## config.mk

```make
export PLATFORM = sky130hd
export DESIGN_NAME = mem_access_unit
export DESIGN_NICKNAME = d
export VERILOG_FILES = /design/src/rtl/mem_access_pkg.sv /design/src/rtl/mem_lane_align.sv /design/src/rtl/mem_access_unit.sv
export SDC_FILE = /design/constraint.sdc
export NUM_CORES = 1
export LEC_CHECK = 0
export CAP_MARGIN = 25
export CELL_PAD_IN_SITES_DETAIL_PLACEMENT = 1
export CELL_PAD_IN_SITES_GLOBAL_PLACEMENT = 2
export CORE_MARGIN = 3
export CORE_UTILIZATION = 24
export CTS_BUF_LIST = sky130_fd_sc_hd__clkbuf_4 sky130_fd_sc_hd__clkbuf_8
export DETAILED_ROUTE_END_ITERATION = 6
export PLACE_DENSITY_LB_ADDON = 0.1
export SLEW_MARGIN = 20
export SYNTH_ARGS = -nofsm -noshare
export SYNTH_HDL_FRONTEND = slang
export SYNTH_HIERARCHICAL = 1
export SYNTH_SLANG_ARGS = --single-unit
```

## constraint.sdc

```tcl
create_clock -name clk -period 3.69 [get_ports clk]
set_input_delay 0.5535 -clock clk [delete_from_list [all_inputs] [get_ports clk]]
set_output_delay 0.5535 -clock clk [all_outputs]
set_load 0.02 [all_outputs]
```

## src/rtl/mem_access_pkg.sv

```systemverilog
// Shared types and helpers for the load/store bridge between the core and the Avalon master.
package mem_access_pkg;

  // Access size encoding as presented by the core
  typedef enum logic [1:0] {
    SZ_BYTE = 2'b00,
    SZ_HALF = 2'b01,
    SZ_WORD = 2'b10,
    SZ_RSVD = 2'b11
  } size_e;

  // Transaction sequencing states
  typedef enum logic [1:0] {
    IDLE = 2'b00,
    BUS  = 2'b01,
    RESP = 2'b10
  } state_e;

  // Byte lanes touched by an access of the given size at the given word offset
  function automatic logic [3:0] calc_byteenable(input size_e size, input logic [1:0] offset);
    logic [3:0] be;
    case (size)
      SZ_BYTE: be = 4'b0001 << offset;
      SZ_HALF: be = offset[1] ? 4'b1100 : 4'b0011;
      SZ_WORD: be = 4'b1111;
      default: be = 4'b0000;
    endcase
    return be;
  endfunction

endpackage

```

## src/rtl/mem_lane_align.sv

```systemverilog
// Combinational lane steering: store byteenable/replicated data, load extract/extend,
// and detection of accesses that must not reach the bus.
module mem_lane_align
  import mem_access_pkg::*;
(
  input  size_e       i_size,
  input  logic [1:0]  i_offset,
  input  logic        i_signed,
  input  logic [31:0] i_wdata,
  input  logic [31:0] i_rdata,
  output logic [3:0]  o_byteenable,
  output logic [31:0] o_writedata,
  output logic [31:0] o_load_data,
  output logic        o_bad
);

  logic [31:0] w_lane;

  // Steer store data, extract load data and flag misaligned or reserved-size accesses
  always_comb begin
    w_lane       = i_rdata >> {i_offset, 3'b000};
    o_byteenable = calc_byteenable(i_size, i_offset);
    case (i_size)
      SZ_BYTE: begin
        o_writedata = {4{i_wdata[7:0]}};
        o_load_data = {{24{i_signed & w_lane[7]}}, w_lane[7:0]};
        o_bad       = 1'b0;
      end
      SZ_HALF: begin
        o_writedata = {2{i_wdata[15:0]}};
        o_load_data = {{16{i_signed & w_lane[15]}}, w_lane[15:0]};
        o_bad       = i_offset[0];
      end
      SZ_WORD: begin
        o_writedata = i_wdata;
        o_load_data = i_rdata;
        o_bad       = (i_offset != 2'b00);
      end
      default: begin
        o_writedata = i_wdata;
        o_load_data = i_rdata;
        o_bad       = 1'b1;
      end
    endcase
  end

endmodule

```

## src/rtl/mem_access_unit.sv

```systemverilog
// Load/store bridge: one core data request at a time becomes one word-aligned Avalon
// transaction, held stable across waitrequest, with the extended load result returned.
module mem_access_unit
  import mem_access_pkg::*;
#(
  parameter int ADDR_W = 32,
  parameter int DATA_W = 32
) (
  input  logic              clk,
  input  logic              reset,
  input  logic              req_valid,
  output logic              req_ready,
  input  logic              req_write,
  input  logic [1:0]        req_size,
  input  logic              req_signed,
  input  logic [ADDR_W-1:0] req_addr,
  input  logic [DATA_W-1:0] req_wdata,
  output logic              resp_valid,
  output logic              resp_err,
  output logic [DATA_W-1:0] resp_rdata,
  output logic [ADDR_W-1:0] address,
  output logic              write,
  output logic              read,
  input  logic              waitrequest,
  output logic [DATA_W-1:0] writedata,
  output logic [3:0]        byteenable,
  input  logic [DATA_W-1:0] readdata
);

  state_e            r_state;
  logic              r_ready;
  logic              r_read;
  logic              r_write;
  logic              r_resp_valid;
  logic              r_resp_err;
  logic [DATA_W-1:0] r_resp_rdata;
  logic [ADDR_W-1:0] r_address;
  logic [DATA_W-1:0] r_writedata;
  logic [3:0]        r_byteenable;
  size_e             r_size;
  logic [1:0]        r_offset;
  logic              r_signed;

  size_e             w_size;
  logic [1:0]        w_offset;
  logic              w_signed;
  logic [3:0]        w_be;
  logic [DATA_W-1:0] w_wdata;
  logic [DATA_W-1:0] w_load;
  logic              w_bad;

  // The aligner sees the live request while idle and the captured request during the bus phase
  assign w_size   = (r_state == IDLE) ? size_e'(req_size) : r_size;
  assign w_offset = (r_state == IDLE) ? req_addr[1:0]     : r_offset;
  assign w_signed = (r_state == IDLE) ? req_signed        : r_signed;

  mem_lane_align u_align (
    .i_size       (w_size),
    .i_offset     (w_offset),
    .i_signed     (w_signed),
    .i_wdata      (req_wdata),
    .i_rdata      (readdata),
    .o_byteenable (w_be),
    .o_writedata  (w_wdata),
    .o_load_data  (w_load),
    .o_bad        (w_bad)
  );

  // Request sequencing with all bus and response outputs registered
  always_ff @(posedge clk) begin
    if (reset) begin
      r_state      <= IDLE;
      r_ready      <= 1'b1;
      r_read       <= 1'b0;
      r_write      <= 1'b0;
      r_resp_valid <= 1'b0;
      r_resp_err   <= 1'b0;
      r_resp_rdata <= '0;
      r_address    <= '0;
      r_writedata  <= '0;
      r_byteenable <= 4'b0000;
      r_size       <= SZ_BYTE;
      r_offset     <= 2'b00;
      r_signed     <= 1'b0;
    end else begin
      case (r_state)
        IDLE: begin
          if (req_valid) begin
            r_ready <= 1'b0;
            if (w_bad) begin
              // Rejected accesses never touch the bus
              r_state      <= RESP;
              r_resp_valid <= 1'b1;
              r_resp_err   <= 1'b1;
            end else begin
              r_state      <= BUS;
              r_address    <= {req_addr[ADDR_W-1:2], 2'b00};
              r_byteenable <= w_be;
              r_writedata  <= w_wdata;
              r_offset     <= req_addr[1:0];
              r_size       <= size_e'(req_size);
              r_signed     <= req_signed;
              r_write      <= req_write;
              r_read       <= ~req_write;
            end
          end
        end
        BUS: begin
          if (!waitrequest) begin
            r_read       <= 1'b0;
            r_write      <= 1'b0;
            r_resp_valid <= 1'b1;
            r_resp_err   <= 1'b0;
            r_state      <= RESP;
            if (r_read) begin
              r_resp_rdata <= w_load;
            end
          end
        end
        RESP: begin
          r_resp_valid <= 1'b0;
          r_resp_err   <= 1'b0;
          r_ready      <= 1'b1;
          r_state      <= IDLE;
        end
        default: begin
          r_state      <= IDLE;
          r_ready      <= 1'b1;
          r_read       <= 1'b0;
          r_write      <= 1'b0;
          r_resp_valid <= 1'b0;
          r_resp_err   <= 1'b0;
        end
      endcase
    end
  end

  assign req_ready  = r_ready;
  assign read       = r_read;
  assign write      = r_write;
  assign resp_valid = r_resp_valid;
  assign resp_err   = r_resp_err;
  assign resp_rdata = r_resp_rdata;
  assign address    = r_address;
  assign writedata  = r_writedata;
  assign byteenable = r_byteenable;

endmodule

```

==> impl_metrics.tcl <==
set metrics [dict create \
    setup-tns-final_ns 0 \
    grt_pass1_vias 5493 \
    rsz0062_at_grt "false" \
    netlist_instances 695 \
    area_growth_syn_to_layout_pct 46.6 \
    required_ns 4.00 \
    synth_area_um2 5170 \
    yosys-top-cells-area "dfxtp_1 43%, nand2_1 19%, a21oi_1 12%" \
    drive_gt1_share_pct 6.71 \
    hp-class "reg2reg" \
    drt_wl_total_mm 19.0 \
    r2r_slack_ns 0.57 \
    postPlaceCellArea_um2 7380 \
    hold_viol 0 \
    dr.pass1.iters 6 \
    gp_congestion 0.811 \
    status "finished clean" \
    power_mw 3.24 \
    synth-seq-cells 110 \
    cts_tree "built" \
    rows 53 \
    finalCritPeriodShare_pct 84.5 \
    ant_nets 0 \
    yosysWarningCount 6 \
    yosysMostFrequentCell "nand2_1" \
    start_util_pct 24.5 \
    slew_viol_final 0 \
    p_per_area_nw_per_um2 427 \
    hold_buffers 0 \
    cp_max_fo 21 \
    clock_latency_ns 0.38 \
    critPathLaunchType "flop" \
    cts_max_path_buffers 2 \
    hold_ws_ns 0.458 \
    end_kind "flop" \
    die_w_um 153 \
    path_clk_slew_ns 0.11 \
    power.switching_mw 1.18 \
    fmax_ghz 0.321 \
    dpl_worst_slack_ns 0.488 \
    grt_first_pass_wirelength_mm 30.2 \
    fin_crit_ns 3.12 \
    power_frac_comb_pct 35.4 \
    routedWlPerCell_um 16.7 \
    grt_usage_pct 15.9 \
    routed-via-count 5235 \
    antenna_found_initial 0 \
    async_reset_ff_share_pct 0 \
    antennaDiodeCount 0 \
    relSlewSlack_pct 54.2 \
    grt_overflow 0 \
    arrival_ns 3.43 \
    post-cts-setup-buffers 0 \
    cts_buffers 9 \
    worstMarginPinSlew_ns 0.686 \
    synth_top_area_share_pct 42.6 \
    via_per_inst 4.59 \
    worst_slack_ns 0.573 \
    grt_start_max_net_pins 72 \
    syn_avg_cell_area_um2 7.44 \
    criticalPathCategory "reg2reg" \
    clkSinkCount 110 \
    p_clk_share_pct 23.1 \
    h-tree-depth 3 \
    sequentialPowerShare_pct 41.5 \
    die_area_um2 23300 \
    drc 0 \
    ir_drop_mv 0.158 \
    drt-initial-drc-count 164 \
    fin_nets 964 \
    design_area_um2 7580 \
    ios 209 \
    power.leakage_nw 2.71 \
    setup_viol 0 \
    coreArea_um2 21100 \
    yosysTopAreaCell "dfxtp_1" \
    synth_ff_type "dfxtp_1" \
    cts-root-buf "clkbuf_8" \
    swShare_pct 36.4 \
    io_buffers 206 \
    synth_edf_count 0 \
    p_int_mw 2.06 \
    ys_seq_area_share_pct 42.6 \
    cts_resized 0 \
    dp_hpwl_mm 14.0 \
    drv_cap 0 \
    synthTopCellsByCount "265 x nand2_1, 126 x a21oi_1, 110 x dfxtp_1, 33 x clkbuf_1" \
    finalClockSkew_ns 0.0175 \
    die_h_um 153 \
    synth_cell_types 37 \
]
[layout make-up]
class | instances | area, µm²
Multi-Input combinational cell | 515 | 2650
Inverter | 5 | 18.8
Clock buffer | 10 | 131
Tap cell | 275 | 344
Timing Repair Buffer | 219 | 2170
Fill cell | 2531 | 13500
Sequential cell | 110 | 2200
Clock inverter | 6 | 67.6
[layout by cell type, fill, tap and decap left out]
cell,n
nand2_1,265
a211oi_1,2
a2111o_1,2
and2_1,1
dfxtp_1,110
buf_12,1
inv_6,2
buf_4,13
nor4b_4,1
clkbuf_4,1
a311oi_1,1
clkinv_8,2
nand4bb_1,1
o2bb2ai_1,7
nand3b_1,2
nor3_1,3
mux2i_1,25
nand4_1,2
o311ai_4,1
o22ai_1,1
or3b_2,1
nand3_1,2
clkdlybuf4s50_1,205
nor4bb_4,1
a32o_2,1
mux2_2,21
mux2_4,1
o21ai_0,25
nand2b_1,2
or4b_4,1
clkbuf_8,9
clkinv_4,2
o21ai_1,1
nor2_1,13
inv_1,5
a22o_1,1
a211o_1,1
nor2b_1,2
conb_1,2
a21oi_1,126
[sequential cells by signal, indices dropped and copies added, names as in the netlist]
name        count
r_signed        1
req_ready       1
read            1
resp_valid      1
resp_rdata     32
writedata      32
r_offset        2
r_state         2
r_size          2
address        30
write           1
byteenable      4
resp_err        1
[path summary, 6_finish.rpt]
| kind | start | cells past startpoint | to |
|---|---|---|---|
| max | r_state[0]$_SDFFE_PP0P_ | 8 | resp_rdata[8]$_SDFFE_PP0P_ |
| min | resp_rdata[8]$_SDFFE_PP0P_ | 2 | resp_rdata[8]$_SDFFE_PP0P_ |
| max reg2reg | r_state[0]$_SDFFE_PP0P_ | 8 | resp_rdata[8]$_SDFFE_PP0P_ |
| min reg2reg | resp_rdata[8]$_SDFFE_PP0P_ | 2 | resp_rdata[8]$_SDFFE_PP0P_ |
[worst max-delay path, stage by stage, from the launching register on]
cell,delay [ns]
dfxtp_1,0.44
nor2_1,0.39
mux2_2,0.54
or3b_2,0.50
o22ai_1,0.52
a21oi_1,0.08
o21ai_0,0.33
nand2_1,0.11
a21oi_1,0.12
[kinds of logic (layout without fill, tap and decap cells)]
kind of cell | Yosys count | count (layout) | synth area share (%)
simple gates | 297 | 297 | 22.9
compound gates | 169 | 169 | 18.0
flops | 110 | 110 | 42.6
buf+inv | 71 | 240 | 6.75
mux | 47 | 47 | 9.70
other cells | 1 | 2 | 0.0725
[metal layers]
layer	share of wire, %	wire length, µm	global-route usage, %
met3	6.2	1170	4.80
met5	0	0	0
met1	44	8440	19.6
met2	48	9040	26.7
met4	1.7	328	4.84
[through the flow]
stage | std cells | util [%]
after global placement | 1124 | 35.0
final | 1140 | 36.0
after floorplan | 696 | -
after global routing | 1140 | 36.0
after CTS | 1140 | 36.0
after detailed placement | 1124 | 35.0
[power groups by stage]
stage	sequential (mW)	clock (mW)	combinational, mW
after floorplan	1.47	0	0.576
after global placement	1.37	0	1.15
after detailed placement	1.37	0	1.16
after CTS	1.35	0.796	1.17
after global routing	1.36	0.834	1.26
final	1.35	0.748	1.15
(Power assumes the default switching activity.)
